===== config.mk =====
export PLATFORM = sky130hd
export DESIGN_NAME = random_state_sequencer
export DESIGN_NICKNAME = d
export VERILOG_FILES = /design/src/rtl/random_state_pkg.sv /design/src/rtl/lfsr_galois.sv /design/src/rtl/random_state_sequencer.sv
export SDC_FILE = /design/constraint.sdc
export NUM_CORES = 1
export LEC_CHECK = 0
export BUFFER_PORTS_ARGS = -buffer_cell sky130_fd_sc_hd__buf_2
export CORE_UTILIZATION = 58
export CTS_BUF_LIST = sky130_fd_sc_hd__clkbuf_16
export CTS_CLUSTER_DIAMETER = 120
export DETAILED_ROUTE_END_ITERATION = 10
export PLACE_DENSITY = 0.91
export SLEW_MARGIN = 20
export SYNTH_ARGS = -nofsm -noshare
export SYNTH_HDL_FRONTEND = slang
export SYNTH_HIERARCHICAL = 1
export SYNTH_SLANG_ARGS = --single-unit

===== constraint.sdc =====
create_clock -name clk_i -period 11.7 [get_ports clk_i]
set_input_delay 1.17 -clock clk_i [delete_from_list [all_inputs] [get_ports clk_i]]
set_output_delay 1.17 -clock clk_i [all_outputs]
set_load 0.005 [all_outputs]

===== src/rtl/random_state_pkg.sv =====
// Shared types, constants and the phase-length draw used by the random state sequencer.
package random_state_pkg;

  typedef enum logic [1:0] {IDLE, RUN0, RUN1} rsq_state_t;

  localparam logic [15:0] LFSR_MASK    = 16'hB400;
  localparam logic [15:0] DEFAULT_SEED = 16'hACE1;

  // len = min + ((lfsr * span) >> lfsr_w); the scaled fraction stays below span, so len <= max.
  function automatic logic [31:0] draw_len(input logic [31:0] lfsr,
                                           input logic [31:0] min_v,
                                           input logic [31:0] max_v,
                                           input int unsigned lfsr_w);
    logic [32:0] span;
    logic [64:0] prod;
    span = {1'b0, max_v} - {1'b0, min_v} + 33'd1;
    prod = {33'd0, lfsr} * {32'd0, span};
    prod = prod >> lfsr_w;
    return min_v + prod[31:0];
  endfunction

endpackage


===== src/rtl/lfsr_galois.sv =====
// Right-shifting Galois LFSR; a load takes effect before an advance in the same cycle.
module lfsr_galois #(
  parameter int               WIDTH = 16,
  parameter logic [WIDTH-1:0] MASK  = 16'hB400,
  parameter logic [WIDTH-1:0] SEED  = 16'hACE1
) (
  input  logic             clk_i,
  input  logic             a_rst_n_i,
  input  logic             advance_i,
  input  logic             load_i,
  input  logic [WIDTH-1:0] load_val_i,
  output logic [WIDTH-1:0] value_o
);

  logic [WIDTH-1:0] lfsr_q, lfsr_d, cur;

  always_comb begin
    // An all-zero state would lock up, so a zero seed falls back to SEED.
    cur = load_i ? ((load_val_i == '0) ? SEED : load_val_i) : lfsr_q;
    lfsr_d = cur;
    if (advance_i) lfsr_d = cur[0] ? ((cur >> 1) ^ MASK) : (cur >> 1);
  end

  always_ff @(posedge clk_i or negedge a_rst_n_i) begin
    if (!a_rst_n_i) lfsr_q <= SEED;
    else            lfsr_q <= lfsr_d;
  end

  assign value_o = lfsr_q;

endmodule


===== src/rtl/random_state_sequencer.sv =====
// Programmable two-level random activity generator: alternating state-0 / state-1
// phases whose lengths are drawn from [min, max] ranges by an LFSR.
module random_state_sequencer
  import random_state_pkg::*;
#(
  parameter int                CNT_W  = 16,
  parameter int                PER_W  = 16,
  parameter int                LFSR_W = 16,
  parameter logic [LFSR_W-1:0] SEED   = LFSR_W'(DEFAULT_SEED)
) (
  input  logic              clk_i,
  input  logic              a_rst_n_i,
  input  logic [CNT_W-1:0]  s0_min_i,
  input  logic [CNT_W-1:0]  s0_max_i,
  input  logic [CNT_W-1:0]  s1_min_i,
  input  logic [CNT_W-1:0]  s1_max_i,
  input  logic [PER_W-1:0]  periods_i,
  input  logic [LFSR_W-1:0] seed_i,
  input  logic              seed_load_i,
  input  logic              start_i,
  input  logic              stop_i,
  output logic              state_o,
  output logic              busy_o,
  output logic              done_o,
  output logic              cfg_err_o
);

  rsq_state_t       state_q;
  logic [CNT_W-1:0] cnt_q, s0_min_q, s0_max_q, s1_min_q, s1_max_q;
  logic [PER_W-1:0] per_q, periods_q;
  logic             state_o_q, busy_q, done_q, err_q;

  logic [LFSR_W-1:0] lfsr_val, draw_src;
  logic [CNT_W-1:0]  dmin, dmax, len_d;
  logic [31:0]       draw_full;
  logic              cfg_ok, last, per_done, draw_en, seed_ld;
  logic              unused_draw_hi;

  always_comb begin
    cfg_ok   = (s0_min_i != '0) && (s0_min_i <= s0_max_i) &&
               (s1_min_i != '0) && (s1_min_i <= s1_max_i);
    last     = (cnt_q == '0);
    per_done = (periods_q != '0) && (per_q == periods_q - PER_W'(1));
    seed_ld  = (state_q == IDLE) && seed_load_i;
    draw_en  = 1'b0;
    draw_src = lfsr_val;
    dmin     = s0_min_q;
    dmax     = s0_max_q;
    case (state_q)
      IDLE: begin
        // A seed loaded alongside start feeds the very first draw.
        draw_en  = start_i && !stop_i && cfg_ok;
        draw_src = seed_load_i ? ((seed_i == '0) ? SEED : seed_i) : lfsr_val;
        dmin     = s0_min_i;
        dmax     = s0_max_i;
      end
      RUN0: begin
        draw_en = !stop_i && last;
        dmin    = s1_min_q;
        dmax    = s1_max_q;
      end
      RUN1: draw_en = !stop_i && last && !per_done;
      default: draw_en = 1'b0;
    endcase
    draw_full = draw_len(32'(draw_src), 32'(dmin), 32'(dmax), LFSR_W);
    len_d     = draw_full[CNT_W-1:0];
  end

  assign unused_draw_hi = ^draw_full[31:CNT_W];

  lfsr_galois #(
    .WIDTH (LFSR_W),
    .MASK  (LFSR_W'(LFSR_MASK)),
    .SEED  (SEED)
  ) u_lfsr (
    .clk_i      (clk_i),
    .a_rst_n_i  (a_rst_n_i),
    .advance_i  (draw_en),
    .load_i     (seed_ld),
    .load_val_i (seed_i),
    .value_o    (lfsr_val)
  );

  always_ff @(posedge clk_i or negedge a_rst_n_i) begin
    if (!a_rst_n_i) begin
      state_q   <= IDLE;
      cnt_q     <= '0;
      per_q     <= '0;
      periods_q <= '0;
      s0_min_q  <= '0;
      s0_max_q  <= '0;
      s1_min_q  <= '0;
      s1_max_q  <= '0;
      state_o_q <= 1'b0;
      busy_q    <= 1'b0;
      done_q    <= 1'b0;
      err_q     <= 1'b0;
    end else begin
      done_q <= 1'b0;
      err_q  <= 1'b0;
      case (state_q)
        IDLE: begin
          state_o_q <= 1'b0;
          busy_q    <= 1'b0;
          if (start_i && !stop_i) begin
            s0_min_q  <= s0_min_i;
            s0_max_q  <= s0_max_i;
            s1_min_q  <= s1_min_i;
            s1_max_q  <= s1_max_i;
            periods_q <= periods_i;
            if (cfg_ok) begin
              state_q <= RUN0;
              cnt_q   <= len_d - CNT_W'(1);
              per_q   <= '0;
              busy_q  <= 1'b1;
            end else begin
              err_q <= 1'b1;
            end
          end
        end
        RUN0: begin
          if (stop_i) begin
            state_q   <= IDLE;
            busy_q    <= 1'b0;
            state_o_q <= 1'b0;
          end else if (last) begin
            state_q   <= RUN1;
            cnt_q     <= len_d - CNT_W'(1);
            state_o_q <= 1'b1;
          end else begin
            cnt_q <= cnt_q - CNT_W'(1);
          end
        end
        RUN1: begin
          if (stop_i) begin
            state_q   <= IDLE;
            busy_q    <= 1'b0;
            state_o_q <= 1'b0;
          end else if (last) begin
            state_o_q <= 1'b0;
            if (per_done) begin
              state_q <= IDLE;
              busy_q  <= 1'b0;
              done_q  <= 1'b1;
            end else begin
              state_q <= RUN0;
              cnt_q   <= len_d - CNT_W'(1);
              // Endless runs keep the period count pinned at zero.
              if (periods_q != '0) per_q <= per_q + PER_W'(1);
            end
          end else begin
            cnt_q <= cnt_q - CNT_W'(1);
          end
        end
        default: state_q <= IDLE;
      endcase
    end
  end

  assign state_o   = state_o_q;
  assign busy_o    = busy_q;
  assign done_o    = done_q;
  assign cfg_err_o = err_q;

endmodule

==> metrics, run 1 <==
CP max stage delay=0.56 ns; vias in the first global route=19,900; initial DRC count=3,110; DP HPWL=47,100 µm; smallest hold slack=0.496 ns; gr usage total=36.2%; r2r worst-path depth=53; cts bufs inserted=17; global-route wire length before repair=101,000 µm; CP max-delay cell=fa_1; Critical Path Fanout Max=6; most used flip-flop cell after synthesis=dfrtp_1; Cells after Synth=2,300; Top Metal Used=met5; Clock transition at path regs=0.07 ns; EDFF count, synth=0; min Tclk post-route=12.71 ns; Avg Inst Size Synth=8.76 µm²; final worst setup slack=-1.01 ns; H-tree depth=4; Critical Path Source Type=input pin; Post-DP Area=0.0229 mm²; Worst Max-Slew Pin Slew=1.02 ns; input/output buffers=104; Hold Crit Depth=2; DR WL/cell=23.9 µm; wire length on met1=23,200 µm; IO Count=105; Max Cap Viol=0; Die Span X=188 µm; DR pass1 iterations=11; most frequent cells in the layout=370 x inv_1, 314 x nand2_1, 270 x fa_1; RSZ-0062 raised after global routing=true; hold_sp=s0_max_q[6]; layout net count=3,148; TritonCTS clock tree=yes; Routed Antenna Nets=0; Synth Warn #=6; hold buffers post-CTS=0; fin crit share=109%; Hold EP=s0_max_q[6]; initial antenna violation count=1; Mapped Nets=2,819; grt total ovfl=0; via count=20,400; largest net degree at the start of global routing=79; outcome=finished with violations; num rows=67; Layout area overhead=21.2%; Root Buffer=clkbuf_16; Post-Layout Inst Area=0.0244 mm²; sequential-to-total area share from yosys stat=16.7%; DR WL met3=10,600 µm; Die Footprint=0.0355 mm²; Slew headroom=31.8%; commonest non-fill, non-tap cell in the layout=inv_1; final setup vio count=10; worst clock skew=0.0283 ns; FF-to-FF End=cnt_q[14]; FFs w/ async S/R, synth=100%; clk_lat worst skew=0.47 ns; clock sink total=134; Via density=6.62; synthesized area=0.0202 mm²; Final Max Slew Viols=0; Initial Util=59.5%; register bit total from synthesis=134; failing checks=design-rule violations, negative setup slack; # DRC=1; layout cells sized above 1=23.8%; hold crit path type=reg2reg; CP endpoint kind=flip-flop; Fin. Hold Viols=0; kind of critical path=in2reg; most used cell, CP=fa_1; Die Y=188 µm; gpl congestion=1.00; FMAX=78.7 MHz; Inserted Diodes=0; core area=0.0339 mm²; Critical Path RT=12.06 ns; R2R Path Start=state_q[1]; total routed wirelength=73,900 µm; r2r setup slk=-1.01 ns; fillers=2,057; CP Data Arrival Time=13.08 ns; Cell variety after synth=85; CTS max path bufs=2; Met2 Wirelength=33,600 µm
==> sequential cells by signal (all words and copies together), names as in the netlist <==
signal,count
busy_o,1
done_o,1
per_q,16
periods_q,16
state_o,1
s1_max_q,16
cfg_err_o,1
cnt_q,16
s1_min_q,16
state_q,2
u_lfsr/value_o,16
s0_min_q,16
s0_max_q,16
==> kinds of logic after synthesis <==
family,Yosys count,share of synthesized area [%]
compound gates,379,12.3
xor+xnor,104,4.66
fa+ha+maj,420,36.4
buf+inv,461,8.77
flops,134,16.7
mux,69,4.01
simple gates,733,17.2
==> worst max-delay path, delay by kind of cell <==
family          cells  cell delay [ns]
compound gates     15             2.85
xor+xnor            4             0.84
buf+inv            14             1.54
fa+ha+maj          12             4.81
simple gates        7             1.84
==> through the flow <==
step,worst slack (ns),std cells,util [%],TNS (ns)
floorplan,0.0365,2300,-,0
global placement,-0.345,3021,67.6,-0.632
detailed placement,-0.832,3021,67.6,-2.64
CTS,0.0356,3066,70.1,0
global route,-1.26,3090,72.2,-8.13
finish,-1.01,3090,72.2,-5.63
==> area by class of cell <==
cell class	count	area, µm²	share of cell area, %
clock buffers	17	425	1.74
clock inverters	15	158	0.645
inverters	382	1440	5.89
multi-input cells	1705	15700	64.4
flip-flops and latches	134	3360	13.8
well taps	448	561	2.29
repair buffers	389	2760	11.3
==> metal layers <==
metal  global-route usage (%)  vias to the layer above
li1                         -                     8182
met1                     43.8                     9621
met2                     61.5                     1955
met3                     6.24                      685
met4                     19.7                        4
met5                        0                        -
==> synthesized netlist by cell type (all sizes together), types with 16 or more instances <==
master	n	area [µm²]
fa	277	5550
nand2b	20	125
a21o	22	165
buf	26	135
or3	16	100
o22ai	19	131
a21oi	96	480
dfrtp	126	3150
inv	382	1430
and2	39	244
xor2	34	298
mux2	54	608
clkbuf	53	199
o21ai	101	505
nor4	24	171
nand2	316	1190
nor2	162	608
nand3	36	180
nand4	18	119
a22o	23	201
xnor2	68	596
ha	141	1760
nor3	32	165
==> worst max-delay path by stage <==
stage / start / to / slack, ns
after floorplan: state_q[1] / cnt_q[15] / 0.04
final: s0_min_i[0] / cnt_q[14] / -1.01
after CTS: state_q[0] / cnt_q[15] / 0.04
after detailed placement: s0_min_i[0] / cnt_q[15] / -0.83
after global placement: s0_max_i[0] / cnt_q[15] / -0.35
after global routing: state_q[0] / cnt_q[14] / -1.26
==> repair_timing <==
item	in CTS	in global routing
endpoints found under the setup margin	6	8
pin swaps	22	91
setup buffers	13	24
gates resized for setup	35	109
Power of run 1 is not shown: default switching activity piles up to over one toggle a cycle in this logic, so the estimate is an artifact.
==> run 2: changes to the inputs <==
CORE_UTILIZATION = 64   (was 58)
PLACE_DENSITY = 0.95   (was 0.91)
clock period = 14.1 ns   (was 11.7 ns; I/O delays follow)
==> run 2 against run 1 <==
Effect of this change: the flow now finishes without violations; core utilization is 1.6 points lower; setup slack better by 1.8 ns; count of clock-buffer cells in the layout stayed put; sequential share of layout area is 1.7 points higher; via count is 12% lower; flip-flop and latch count stayed put; cell count is 9.8% lower; routed wire length is 21% lower; design area is 11% lower; critical endpoint is now cnt_q[15].
==> metrics, run 2 (same netlist as run 1, synthesis figures left out) <==
outcome=finished, final reports clean; TritonCTS clock tree=yes; hold crit path type=reg2reg; H-tree depth=4 (unchanged); gpl congestion=1.00 (-0.18%); DP HPWL=44,400 µm (-5.7%); Die Footprint=0.0322 mm² (-9.3%); CP max stage delay=0.64 ns (+0.08 ns); final design utilization=70.6% (-1.6 points); min Tclk post-route=13.35 ns; global-route wire length before repair=95,400 µm (-5.8%); DR pass1 iterations=8 (-3); # Post-CTS Setup Buffers=0 (-13); most frequent cells in the layout=382 x inv_1, 316 x nand2_1, 277 x fa_1; largest net degree at the start of global routing=83 (+5.1%); clk_lat worst skew=0.44 ns (-0.03 ns); CP endpoint kind=flip-flop; worst clock skew=0.0152 ns (-0.0132 ns); total routed wirelength=58,500 µm (-21%); clock sink total=134 (unchanged); cts bufs inserted=17 (unchanged); Root Buffer=clkbuf_16; CP max-delay cell=xor2_1; most used cell, CP=inv_1; post-CTS sizing=0 (-100%); vias in the first global route=18,500 (-6.8%); Fin. Hold Viols=0 (unchanged); Clock transition at path regs=0.07 ns (about the same); IO Count=105 (unchanged); setup tns final=0 ns (+5.63 ns); RSZ-0062 raised after global routing=false; Initial Util=65.6% (+6.0 points); Critical Path Fanout Max=40 (+34); FMAX=74.9 MHz; smallest hold slack=0.492 ns (-0.00389 ns); Via density=6.46 (-2.4%); gr usage total=37.5% (+1.3 points); layout cells sized above 1=11.2% (-13 points); Slew headroom=17.7% (-14 points); via count=18,000 (-12%); initial antenna violation count=2 (+1); Die Y=179 µm (-4.8%); grt total ovfl=0 (unchanged); CTS max path bufs=2 (unchanged); Routed Antenna Nets=0 (unchanged); Layout area overhead=7.66%; fin crit share=94.7%; Max Cap Viol=0 (unchanged); Die Span X=179 µm (-4.8%); final setup vio count=0 (-10); layout net count=2,896 (-8.0%); initial DRC count=2,202 (-29%); # DRC=0 (-1); commonest non-fill, non-tap cell in the layout=inv_1; Worst Max-Slew Pin Slew=1.22 ns (+0.209 ns); input/output buffers=104 (unchanged); fillers=2,181 (+6.0%); kind of critical path=reg2reg; Final Max Slew Viols=0 (unchanged); num rows=64 (-4.5%); CP Data Arrival Time=13.66 ns (+0.58 ns); DR WL/cell=21.0 µm (-12%); Critical Path RT=14.41 ns (+2.35 ns); Critical Path Source Type=flip-flop; hold buffers post-CTS=0 (unchanged); core area=0.0307 mm² (-9.2%)
## run 2: changes by cell type in the layout (fill, tap and decap cells not counted), moves of 10 or more
cell / before / now
inv_1: 370 / 382
a21oi_2: 13 / 0
buf_6: 15 / 1
buf_4: 268 / 33
a21oi_1: 81 / 96
ha_4: 12 / 0
ha_1: 124 / 141
inv_2: 10 / 0
## run 2: final cells by class
type | instances | area [µm²] | area share (%)
Sequential cell | 134 | 3360 | 15.5
Clock buffer | 17 | 425 | 1.96
Multi-Input combinational cell | 1705 | 15000 | 69.3
Clock inverter | 15 | 163 | 0.750
Inverter | 382 | 1430 | 6.61
Timing Repair Buffer | 137 | 774 | 3.57
Antenna cell | 1 | 2.50 | 0.0115
Tap cell | 396 | 495 | 2.28
## run 2: critical path, delay by kind of cell, from the launching register on
kind,cells,cell delay [ns]
xor gates and xnor gates,4,1.37
DFF,1,0.40
buffers and inverters,8,1.20
and+or+nand+nor,9,2.62
adders and majority gates,11,4.56
AOI/OAI and AO/OA,15,3.09
## run 2: metal layers
metal / global-route usage (%) / wire length [µm] / vias up
met1: 46.9 / 20700 / 8744
met2: 62.8 / 27900 / 1298
met4: 18.5 / 3250 / 0
met5: 0 / 0 / -
met3: 7.03 / 6620 / 271
li1: - / - / 7695
## run 2: final timing paths
kind,slack [ns],start,to,cells after the start
setup / recovery,0.75,state_q[1],cnt_q[15],47
hold / removal,0.49,s0_max_q[10],s0_max_q[10],2
setup reg to reg,0.75,state_q[1],cnt_q[15],47
hold reg to reg,0.49,s0_max_q[10],s0_max_q[10],2
max in group asynchronous,11.77,a_rst_n_i,cnt_q[15],2
min in group asynchronous,0.91,a_rst_n_i,periods_q[0],1
## run 2: per-stage QoR
| step | std cells | worst slack [ns] | instance area, µm² |
|---|---|---|---|
| floorplan | 2300 | 1.94 | 20200 |
| global placement | 2754 | 0.749 | 21100 |
| detailed placement | 2754 | 0.670 | 21100 |
| finish | 2787 | 0.749 | 21700 |
| CTS | 2786 | 1.04 | 21700 |
| global route | 2787 | 0.0225 | 21700 |
Power of run 2 is left out for the same reason.
